<file path="config.mk">
export PLATFORM = sky130hd
export DESIGN_NAME = dts_shift_ctrl
export DESIGN_NICKNAME = d
export VERILOG_FILES = /design/src/rtl/dts_pkg.sv /design/src/rtl/dts_shift_lane.sv /design/src/rtl/dts_shift_ctrl.sv
export SDC_FILE = /design/constraint.sdc
export NUM_CORES = 1
export LEC_CHECK = 0
export CAP_MARGIN = 0
export CORE_AREA = 8 8 318 166
export DETAILED_ROUTE_END_ITERATION = 7
export DIE_AREA = 0 0 326 174
export HOLD_SLACK_MARGIN = 0.15
export MAX_ROUTING_LAYER = met4
export PLACE_DENSITY = 0.71
export SYNTH_ARGS = -nofsm -noshare
export SYNTH_HDL_FRONTEND = slang
export SYNTH_HIERARCHICAL = 1
export SYNTH_SLANG_ARGS = --single-unit
</file>
<file path="constraint.sdc">
create_clock -name user_clk -period 4.8 [get_ports user_clk]
set_clock_uncertainty 0.05 [all_clocks]
set_input_delay 0.96 -clock user_clk [delete_from_list [all_inputs] [get_ports user_clk]]
set_output_delay 0.96 -clock user_clk [all_outputs]
set_load 0.02 [all_outputs]
</file>
<file path="src/rtl/dts_pkg.sv">
// Shared definitions for the DTS sample-shift controller: lane state encoding,
// default lane count and slip direction encoding.
package dts_pkg;

    localparam int N_LANES_DEF = 12;

    typedef logic [1:0] lane_state_t;
    localparam lane_state_t ST_IDLE  = 2'd0;
    localparam lane_state_t ST_PULSE = 2'd1;
    localparam lane_state_t ST_HOLD  = 2'd2;

    localparam int DIR_ADV = 1;
    localparam int DIR_DLY = -1;

endpackage

</file>
<file path="src/rtl/dts_shift_lane.sv">
// One deformatter lane: paced slip FSM with a single pending slot, saturating
// signed position and sticky limit/overrun flags.
module dts_shift_lane
    import dts_pkg::*;
#(
    parameter int POS_W = 6,
    parameter int GAP   = 16
) (
    input  logic                    user_clk,
    input  logic                    rst,
    input  logic                    clr,
    input  logic                    adv_edge,
    input  logic                    dly_edge,
    output logic                    adv_pulse,
    output logic                    dly_pulse,
    output logic signed [POS_W-1:0] pos,
    output logic                    at_limit,
    output logic                    overrun,
    output logic                    busy
);

    localparam int CNT_W   = (GAP > 2) ? $clog2(GAP) : 1;
    localparam int POS_MAX = 2**(POS_W-1) - 1;

    lane_state_t      state;
    logic [CNT_W-1:0] cnt;
    logic             dir_up;
    logic             pend_vld;
    logic             pend_up;

    logic new_req, new_up, req_vld, req_up, in_range;
    int   nxt;

    // Simultaneous advance and delay edges cancel each other.
    assign new_req = adv_edge ^ dly_edge;
    assign new_up  = adv_edge;

    always_comb begin
        req_vld  = new_req | pend_vld;
        req_up   = new_req ? new_up : pend_up;
        nxt      = int'(pos) + (req_up ? DIR_ADV : DIR_DLY);
        in_range = (nxt <= POS_MAX) && (nxt >= -POS_MAX);
    end

    always_ff @(posedge user_clk) begin
        if (rst || clr) begin
            state    <= ST_IDLE;
            cnt      <= '0;
            dir_up   <= 1'b0;
            pend_vld <= 1'b0;
            pend_up  <= 1'b0;
            pos      <= '0;
            at_limit <= 1'b0;
            overrun  <= 1'b0;
        end else begin
            case (state)
                ST_IDLE: begin
                    if (req_vld) begin
                        if (!new_req) pend_vld <= 1'b0;
                        if (in_range) begin
                            state  <= ST_PULSE;
                            dir_up <= req_up;
                            pos    <= POS_W'(nxt);
                        end else begin
                            at_limit <= 1'b1;
                        end
                    end
                end
                ST_PULSE, ST_HOLD: begin
                    if (state == ST_PULSE) begin
                        // HOLD spans GAP-2 cycles so the next IDLE decision
                        // lands the following pulse exactly GAP cycles later.
                        cnt   <= CNT_W'(GAP - 2);
                        state <= (GAP > 2) ? ST_HOLD : ST_IDLE;
                    end else begin
                        cnt <= cnt - CNT_W'(1);
                        if (cnt == CNT_W'(1)) state <= ST_IDLE;
                    end
                    if (new_req) begin
                        if (!pend_vld) begin
                            pend_vld <= 1'b1;
                            pend_up  <= new_up;
                        end else begin
                            overrun <= 1'b1;
                        end
                    end
                end
                default: state <= ST_IDLE;
            endcase
        end
    end

    // A shift reset in the same cycle suppresses the slip command.
    assign adv_pulse = (state == ST_PULSE) &&  dir_up && !clr;
    assign dly_pulse = (state == ST_PULSE) && !dir_up && !clr;
    assign busy      = (state != ST_IDLE) || pend_vld;

endmodule

</file>
<file path="src/rtl/dts_shift_ctrl.sv">
// Per-antenna sample-shift controller: synchronises software request levels,
// detects rising edges and fans them out to the per-lane slip controllers.
module dts_shift_ctrl
    import dts_pkg::*;
#(
    parameter int N_LANES = N_LANES_DEF,
    parameter int POS_W   = 6,
    parameter int GAP     = 16
) (
    input  logic                     user_clk,
    input  logic                     rst,
    input  logic [N_LANES-1:0]       shift_advance,
    input  logic [N_LANES-1:0]       shift_delay,
    input  logic                     shift_rst,
    output logic [N_LANES-1:0]       lane_adv_pulse,
    output logic [N_LANES-1:0]       lane_dly_pulse,
    output logic                     lane_rst_pulse,
    output logic [N_LANES*POS_W-1:0] lane_pos,
    output logic [N_LANES-1:0]       at_limit,
    output logic [N_LANES-1:0]       overrun,
    output logic                     busy
);

    localparam int RW = 2*N_LANES + 1;

    logic [RW-1:0]      req_in, s1, s2, s3, edge_q;
    logic [1:0]         arm_cnt;
    logic [N_LANES-1:0] lane_busy;

    assign req_in = {shift_rst, shift_delay, shift_advance};

    // Edges are masked until the edge flop has tracked the inputs once after
    // reset, so a level already high at reset release is not seen as an edge.
    always_ff @(posedge user_clk) begin
        if (rst) begin
            s1      <= '0;
            s2      <= '0;
            s3      <= '0;
            edge_q  <= '0;
            arm_cnt <= '0;
        end else begin
            s1      <= req_in;
            s2      <= s1;
            s3      <= s2;
            edge_q  <= (arm_cnt == 2'd3) ? (s2 & ~s3) : '0;
            if (arm_cnt != 2'd3) arm_cnt <= arm_cnt + 2'd1;
        end
    end

    assign lane_rst_pulse = edge_q[RW-1];

    for (genvar i = 0; i < N_LANES; i++) begin : g_lane
        dts_shift_lane #(
            .POS_W (POS_W),
            .GAP   (GAP)
        ) u_lane (
            .user_clk  (user_clk),
            .rst       (rst),
            .clr       (edge_q[RW-1]),
            .adv_edge  (edge_q[i]),
            .dly_edge  (edge_q[N_LANES+i]),
            .adv_pulse (lane_adv_pulse[i]),
            .dly_pulse (lane_dly_pulse[i]),
            .pos       (lane_pos[i*POS_W +: POS_W]),
            .at_limit  (at_limit[i]),
            .overrun   (overrun[i]),
            .busy      (lane_busy[i])
        );
    end

    assign busy = |lane_busy;

endmodule

</file>
==> flow_summary.toml <==
[sta]
relSlewSlack = 0.400
postLayoutSetupSlackWorst_ns = 0.266
finalCriticalPeriod_ns = 4.53
fin_setup_tns_ns = 0
whs_ns = 0.392
clock.fmax_mhz = 221
slew_violations = 0
hold_viol = 0
rsz0062_at_grt = "false"
min_period_over_period = 0.945
setup_viol_count_final = 0
tightest_slew_ns = 0.891

[clocking]
cts_tree = "yes"
cts_root_buffer = "clkbuf_16"
clkLatencyLatePin_ns = 0.58
clk_pin_slew_ns = 0.07
ctsLongestPathBuffers = 3
h-tree-depth = 1
cts_num_sinks = 306
cts_hold_buffers = 0
numCtsBuffers = 30

[global_routing]
grtUsageMet2 = 0.321
grtUsageTotal = 0.227
use_met1 = 0.336
grt_use_met3 = 0.0433
grt_pass1_vias = 20761
grt_pass1_wl_mm = 109
grt.busiest_layer = "met1"
grt_max_degree = 70
antenna_found_initial = 0
grt_overflow = 0

[critical_path]
r2r_end = "g_lane[3].u_lane/pos[5]"
cp.arrival_ns = 4.99
crit_type = "reg -> reg"
r2r-start = "edge_q[15]"
path_buf_inv = 0
crit_chain = "a21boi_4 > nor2_1 > xnor2_1 > ha_1 > o21ai_0 > a32oi_1 > ha_1 > nand2b_1 > ha_1 > nor4_1 > nand3_1 > o22ai_1 > nor2_1 > o32ai_2 > nand4_1 > a21oi_1"
critPathMostFrequentCell = "ha_1"
worstPathRequired_ns = 5.25
slowest_delay_ns = 0.55
rr_worst_depth = 16
crit_path_start_kind = "flop"
endpoint_kind = "flop"
r2r_setup_slack_ns = 0.27
crit_slowest_cell = "o32ai_2"
crit_fanout = 9
critPathTopFamily = "compound AO/OA/AOI/OAI gates"

[final_layout]
final_cells = 3622
n_fill_cell = 4462
drive_gt1_frac = 0.0993
multi_input_area_um2 = 16300
final_nets = 3182
n_antenna_cell = 0
area_growth_syn_to_layout_pct = 12.2
seq_area_um2 = 6130

[min_path]
hold_end = "s2[16]"
hp-start = "s1[16]"
hold_class = "reg -> reg"
whs_path_depth = 1

[yosys]
yosysSeqAreaShare = 0.258
ys_warn_count = 6
async_flop_share = 0
syn-cell-area_um2 = 23800
synth_edf_count = 0
syn_avg_cell_area_um2 = 8.21
syn-num-nets = 3136
ys.flop_type = "dfxtp_1"
syn_inst = 2892
ys_seq_elements = 306
ys_types = 77

[power_and_ir_drop]
leakage_nw = 10.4
power_frac_seq = 0.286
swShare = 0.371
clockPowerShare = 0.302
ir_worst_vdd_v = 0.000286
power.internal_mw = 5.86
power_switching_mw = 3.45
p_comb_frac = 0.412
powerDensity_nw_per_um2 = 349

[drt]
ant_nets = 0
via_per_inst = 6.29
wirelength_mm = 67.2
post-route-drc-count = 0
firstDrtPassIters = 6
vias = 22787
wire_per_inst_um = 18.5
dr.first_iter.drc_count = 2501

[floorplan]
die_area_um2 = 56700
start_util = 0.486
die_w_um = 326
coreArea_um2 = 48800
io_pins = 149
die_y_um = 174
rows = 58

[placement]
io_buffer_count = 148
place_inst = 3564
place.gp.congestion = 0.950
dpl.hpwl_mm = 49.5
place_ws_ns = 0.265

[flow_run]
cap_violations = 0

[outcome]
outcome = "completed"
-- cell families after synthesis --
kind of cell / after synthesis / synth area share
simple gates: 1227 / 0.290
xor+xnor: 50 / 0.0184
buf+inv: 285 / 0.0573
flops: 306 / 0.258
mux: 56 / 0.0236
fa+ha+maj: 217 / 0.114
compound gates: 751 / 0.238
-- metrics by stage --
stage	util	power (mW)	area, µm²
after floorplan	-	5.59	23800
after global placement	0.520	6.38	25400
after detailed placement	0.520	6.44	25400
after CTS	0.545	9.29	26600
after global routing	0.546	9.83	26700
final	0.546	9.31	26700
-- power groups by stage --
stage          Sequential, mW  Clock [mW]  Combinational (mW)
2_1_floorplan            2.71           0                2.88
3_3_place_gp             2.72           0                3.66
3_5_place_dp             2.72           0                3.72
4_1_cts                  2.66        2.88                3.75
5_1_grt                  2.67        2.98                4.17
6_report                 2.66        2.81                3.83
-- timing repair --
action	in CTS	in global routing
endpoints found under the hold margin	0	0
resized for setup	0	17
endpoints found under the setup margin	0	64
buffers inserted	0	2
-- area by class of cell --
class | count | share of cell area
Multi-Input combinational cell | 2301 | 0.612
Sequential cell | 306 | 0.230
Timing Repair Buffer | 191 | 0.0676
Tap cell | 660 | 0.0310
Clock buffer | 33 | 0.0301
Inverter | 108 | 0.0152
Clock inverter | 23 | 0.0141
-- state kept, by name, summed over array words and instances (netlist names), 24 cells and up --
name and count:
g_lane.u_lane/pos 72, g_lane.u_lane/cnt 48, edge_q 25, s1 25
s2 25, s3 25, g_lane.u_lane/state 24
-- cell usage after synthesis, types with 14 or more instances --
| library cell | n | area (µm²) |
|---|---|---|
| and2_1 | 23 | 144 |
| buf_6 | 22 | 248 |
| or3_1 | 95 | 594 |
| a21oi_1 | 147 | 736 |
| o21a_1 | 57 | 428 |
| buf_4 | 26 | 195 |
| nor3_1 | 63 | 315 |
| mux2i_1 | 55 | 551 |
| nand3_1 | 128 | 641 |
| inv_1 | 97 | 364 |
| xnor2_1 | 25 | 219 |
| a211o_1 | 23 | 201 |
| xor2_1 | 25 | 219 |
| a32oi_1 | 44 | 385 |
| a211oi_1 | 35 | 263 |
| buf_2 | 22 | 110 |
| o21ai_0 | 162 | 811 |
| dfxtp_1 | 306 | 6130 |
| clkbuf_1 | 106 | 398 |
| o22ai_1 | 38 | 238 |
| o211ai_1 | 14 | 105 |
| or2_2 | 37 | 231 |
| nor2b_1 | 77 | 482 |
| nor2_1 | 177 | 664 |
| nor3b_1 | 46 | 345 |
| ha_1 | 217 | 2720 |
| nand2b_1 | 71 | 444 |
| nor4_1 | 61 | 382 |
| and3b_1 | 37 | 324 |
| nand4_1 | 114 | 713 |
| a311oi_1 | 25 | 219 |
| or4_1 | 22 | 165 |
| nand2_1 | 186 | 698 |
| a31oi_1 | 35 | 219 |
-- worst max path at each step --
stage | slack, ns | endpoint | from | depth (start not counted)
final | 0.27 | g_lane[3].u_lane/pos[5] | edge_q[15] | 16
after floorplan | 0.18 | g_lane[9].u_lane/pos[2] | edge_q[9] | 20
after global placement | 0.36 | g_lane[9].u_lane/pos[2] | edge_q[21] | 17
after CTS | 0.24 | g_lane[9].u_lane/pos[2] | edge_q[21] | 17
after detailed placement | 0.26 | g_lane[9].u_lane/pos[2] | edge_q[21] | 17
after global routing | 0.0005 | g_lane[4].u_lane/pos[0] | edge_q[16] | 16
-- worst register-to-register path, cell delays in order, from the launching register on --
cell      delay, ns
dfxtp_1        0.44
a21boi_4       0.33
nor2_1         0.12
xnor2_1        0.18
ha_1           0.32
o21ai_0        0.42
a32oi_1        0.11
ha_1           0.28
nand2b_1       0.18
ha_1           0.23
nor4_1         0.38
nand3_1        0.16
o22ai_1        0.21
nor2_1         0.12
o32ai_2        0.55
nand4_1        0.23
a21oi_1        0.18
-- layer usage --
layer  vias up  routed length, µm
met1     10878              33000
met2       924              27700
met5         -                  0
met4         0                952
li1      10900                  -
met3        85               5550
-- placed cells by master, fill, tap and decap left out, types with 31 or more instances in the layout --
cell type	Yosys	final
a211oi_1	35	35
a21oi_1	147	147
a31oi_1	35	35
a32oi_1	44	44
and3b_1	37	37
buf_4	26	44
clkbuf_16	0	31
clkdlybuf4s50_1	0	147
dfxtp_1	306	304
ha_1	217	216
inv_1	97	97
mux2i_1	55	55
nand2_1	186	186
nand2b_1	71	71
nand3_1	128	128
nand4_1	114	114
nor2_1	177	169
nor2b_1	77	77
nor3_1	63	63
nor3b_1	46	46
nor4_1	61	61
o21a_1	57	57
o21ai_0	162	158
o22ai_1	38	38
or2_2	37	37
or3_1	95	94
(Power assumes the default switching activity.)
